--- src/rtl/updown_timer_ctl.sv ---
// Loadable up/down timer with a run/stop FSM, a one-cycle terminal-count pulse,
// and one-shot or periodic reload. limit, direction and mode are latched at start.
module updown_timer_ctl #(
  parameter int WIDTH = 4
) (
  input  logic             clk,
  input  logic             reset,
  input  logic             load,
  input  logic [WIDTH-1:0] d,
  input  logic             up_down,
  input  logic             en,
  input  logic             start,
  input  logic             stop,
  input  logic             mode,
  input  logic [WIDTH-1:0] limit,
  output logic [WIDTH-1:0] q,
  output logic             tc,
  output logic             busy,
  output logic             done
);

  typedef enum logic [1:0] {
    ST_IDLE = 2'd0,
    ST_RUN  = 2'd1,
    ST_DONE = 2'd2
  } state_t;

  state_t           state, state_n;
  logic [WIDTH-1:0] q_n, limit_r, limit_n;
  logic             dir_r, dir_n, mode_r, mode_n, tc_n;
  logic [WIDTH-1:0] term, init;

  // Terminal and start values come from the captured run settings only.
  assign term = dir_r ? limit_r : '0;
  assign init = dir_r ? '0 : limit_r;

  always_comb begin
    state_n = state;
    q_n     = q;
    tc_n    = 1'b0;
    limit_n = limit_r;
    dir_n   = dir_r;
    mode_n  = mode_r;
    case (state)
      ST_IDLE, ST_DONE: begin
        if (start) begin
          limit_n = limit;
          dir_n   = up_down;
          mode_n  = mode;
          q_n     = up_down ? '0 : limit;
          state_n = ST_RUN;
        end else if (load) begin
          q_n     = d;
          state_n = ST_IDLE;
        end
      end
      ST_RUN: begin
        if (stop) begin
          state_n = ST_IDLE;
        end else if (en) begin
          if (q == term) begin
            tc_n = 1'b1;
            if (mode_r) q_n = init;
            else        state_n = ST_DONE;
          end else begin
            q_n = dir_r ? q + WIDTH'(1) : q - WIDTH'(1);
          end
        end
      end
      default: state_n = ST_IDLE;
    endcase
  end

  always_ff @(posedge clk) begin
    if (!reset) begin
      state   <= ST_IDLE;
      q       <= '0;
      tc      <= 1'b0;
      limit_r <= '0;
      dir_r   <= 1'b0;
      mode_r  <= 1'b0;
    end else begin
      state   <= state_n;
      q       <= q_n;
      tc      <= tc_n;
      limit_r <= limit_n;
      dir_r   <= dir_n;
      mode_r  <= mode_n;
    end
  end

  assign busy = (state == ST_RUN);
  assign done = (state == ST_DONE);

endmodule

--- config.mk ---
export PLATFORM = sky130hd
export DESIGN_NAME = updown_timer_ctl
export DESIGN_NICKNAME = d
export VERILOG_FILES = /design/src/rtl/updown_timer_ctl.sv
export SDC_FILE = /design/constraint.sdc
export NUM_CORES = 1
export LEC_CHECK = 0
export ABC_AREA = 1
export CORE_MARGIN = 2
export CORE_UTILIZATION = 43
export DETAILED_ROUTE_END_ITERATION = 8
export PLACE_DENSITY = 0.78
export SYNTH_ARGS = -nofsm -noshare
export SYNTH_HDL_FRONTEND = slang
export SYNTH_SLANG_ARGS = --single-unit
export TNS_END_PERCENT = 10
--- constraint.sdc ---
create_clock -name clk -period 3.2 [get_ports clk]
set_clock_uncertainty 0.1 [all_clocks]
set_input_delay 0.48 -clock clk [delete_from_list [all_inputs] [get_ports clk]]
set_output_delay 0.48 -clock clk [all_outputs]
set_load 0.03 [all_outputs]
==> results.md <==
* Worst-path clk slew at roughly 0.080 ns
* Fin. max-slew vios at 0
* Crit path kind: flip-flop to output port
* Die Wd at around 52 um
* Pwr Density at between 400 and 500 mW/mm^2
* Residual DRC at 0
* Buffer levels on the longest clock path at 2
* Drt pass-1 iters at 4
* H-tree depth at 1
* Worst Hold Class: flip-flop to flip-flop
* Final cell count without fillers at just over 200
* TNS Setup at 0 ns
* Cells after synthesis at approximately 150
* Layout cells sized above 1 at 10.2%
* Max-cap violation count at 0
* Core area at approximately 0.0022 mm^2
* Yosys warns at 0
* Worst-path maximum fanout at 7
* Post-cts sizing count at 0
* Largest net degree at the start of global routing at 13
* Standard-cell rows at 17
* Startpoint Class: flip-flop
* Status: finished, final reports clean
* Post-CTS Setup Repair Bufs at 0
* Vias in the first global route at 898
* R2R Path Start: dir_r
* CTS tree: done
* WHS Endpoint: state[1]
* Tightest Pin Transition at 0.503 ns
* Number of DRC markers in iteration 0 at 13
* Reg2Reg Setup Slack at around 1.2 ns
* Ports at 23
* Chip height at 52.1 um
* PortBufs at 22
* Hold path depth at 2
* Via density at roughly 4.8
* DP Cell Count at 200
* Syn Std Cell Area at a little under 0.001 mm^2
* Post-cts hold buffer count at 0
* Unrepaired setup endpoints after global routing: no
* First-pass GRT wire length at ~3.7 mm
* Via count at 989
* Layout area overhead at 26.7%
* Dominant synthesized flop cell: dfxtp_1
* Flops & latches, synth at 13
* Leakage at between 0.0005 and 0.0006 uW
* Worst Reg-to-Reg Cells at 13
* WL/cell at between 10 and 15 um
* GRT Total Usage at 18.4%
* Worst-skew pair later-pin latency at roughly 0.28 ns
* Initial Util at between 40% and 50%
* Number of synthesized flops with an enable pin at 0
* Antenna violations before repair at 0
* Peak VDD IR at 0.299 mV
* Final core utilization at a little under three fifths
* Final worst path period need at 2.26 ns
* Yosys cell types at 25
* Final Cycle Share at between 70% and 80%
* Fin nets at 196
* Remaining antenna violation count at 0
* Critical Path RT at between 2 and 3 ns
* Placer Congestion at between 0.8 and 0.9
* Async SR Flop Fraction at 0%
* Syn_nets at about 170
* F_max at between 400 and 500 MHz
* GRT overflow at 0
* # setup viols final at 0
* Slew HR at 66.4%
* Min-delay src: state[1]
* Post-DP HPWL at 1.81 mm
* Clock buffer count from CTS at 3
* Worst Setup End Kind: output port
* Final Hold Viols at 0
* Reg-to-Reg End: q[3]
* Die outline area at around 0.0027 mm^2
* Antenna cell count at 0
* Worst path arrival time at 1.68 ns
* Sequential share of the synthesized area at around a quarter
* # fillers at 217
* Final wirelength at approximately 2.3 mm
* Syn avg cell area at about 6.5 um^2
* Clock sinks at 13
* Clock Root Buffer: clkbuf_4
==> worst max-delay path, cell delays in order, from the launching register on <==
cell and delay [ns]:
dfxtp_1 0.43, nand2_2 0.15, inv_2 0.13, clkdlybuf4s50_1 0.68
==> synthesized netlist by cell type, types with 2 or more instances <==
library cell / count / share of area (%)
nand3b_1: 2 / 1.5
nand2_4: 3 / 3.4
ha_1: 2 / 2.5
inv_1: 20 / 7.6
nand2_2: 6 / 3.8
o21ai_0: 10 / 5.0
xor2_1: 2 / 1.8
nor2_8: 2 / 4.0
nand3_1: 11 / 5.5
a21oi_1: 6 / 3.0
nor2_1: 16 / 6.0
nand2_1: 47 / 18
dfxtp_1: 13 / 26
==> metrics by stage <==
stage	area, um^2	setup WS (ns)	hold WS, ns	total power [uW]
final	1260	0.941	0.437	601
after global routing	1260	0.879	0.471	643
after CTS	1260	0.972	0.441	603
after detailed placement	1230	1.08	0.427	498
after global placement	1230	1.12	0.399	493
after floorplan	993	1.53	0.383	423
==> metal layers <==
| metal | vias to the layer above | part of all wire [%] | wire (um) | GRT usage [%] |
|---|---|---|---|---|
| met5 | - | 0 | 0 | 0 |
| met4 | 0 | 2.0 | 44 | 9.21 |
| met3 | 5 | 4.8 | 109 | 1.72 |
| met2 | 30 | 48 | 1070 | 31.4 |
| met1 | 431 | 45 | 1020 | 22.7 |
| li1 | 523 | - | - | - |
==> area by class of cell <==
class                   instances  area, um^2  share of cell area (%)
repair buffers                 22         220                    17.5
flip-flops and latches         13         260                    20.7
clock buffers                   4        26.3                    2.09
inverters                      21        78.8                    6.26
well taps                      28        35.0                    2.78
multi-input cells             116         638                    50.7
==> flip-flops by register name, summed over array words and instances, names as in the netlist <==
register,cells
state,2
mode_r,1
limit_r,4
dir_r,1
tc,1
q,4
==> cell usage in the layout (no fill, tap or decap) <==
cell             instances
fa_1                     1
nor4_1                   1
nand3b_1                 2
inv_1                   20
xnor2_1                  1
dfxtp_1                 13
nor3_1                   1
nand4_4                  1
nor2_4                   1
o21ai_0                 10
nor2_1                  16
a21oi_1                  6
o2bb2ai_1                1
or2_1                    1
clkbuf_1                 1
nand2_4                  3
nand2_2                  6
ha_1                     2
clkbuf_4                 3
nand2_1                 47
nand3_1                 11
nor2_8                   2
nand3_2                  1
xor2_1                   2
clkdlybuf4s50_1         22
inv_2                    1
==> report_power, final <==
part	switching, uW	internal, uW
sequential	28.3	180
clock	56.5	48.4
combinational	167	121
total	251	349
==> worst max-delay path by stage <==
stage                  to  cells after the start  slack (ns)     start
detailed placement  dir_r                      6        1.08     start
global placement    dir_r                      6        1.12     start
floorplan            q[3]                     14        1.53     dir_r
global route         busy                      3        0.88  state[0]
CTS                  busy                      3        0.97  state[0]
finish               busy                      3        0.94  state[0]
==> cells by family after synthesis <==
kind of cell	Yosys count	synth area share, %
adder cells (fa/ha/maj)	3	4.53
AO/OA/AOI/OAI	17	8.94
XOR/XNOR	3	2.65
AND/OR/NAND/NOR	93	48.1
buffers and inverters	23	9.57
flip-flops	13	26.2
No activity file was read; power rests on OpenSTA's default activity.
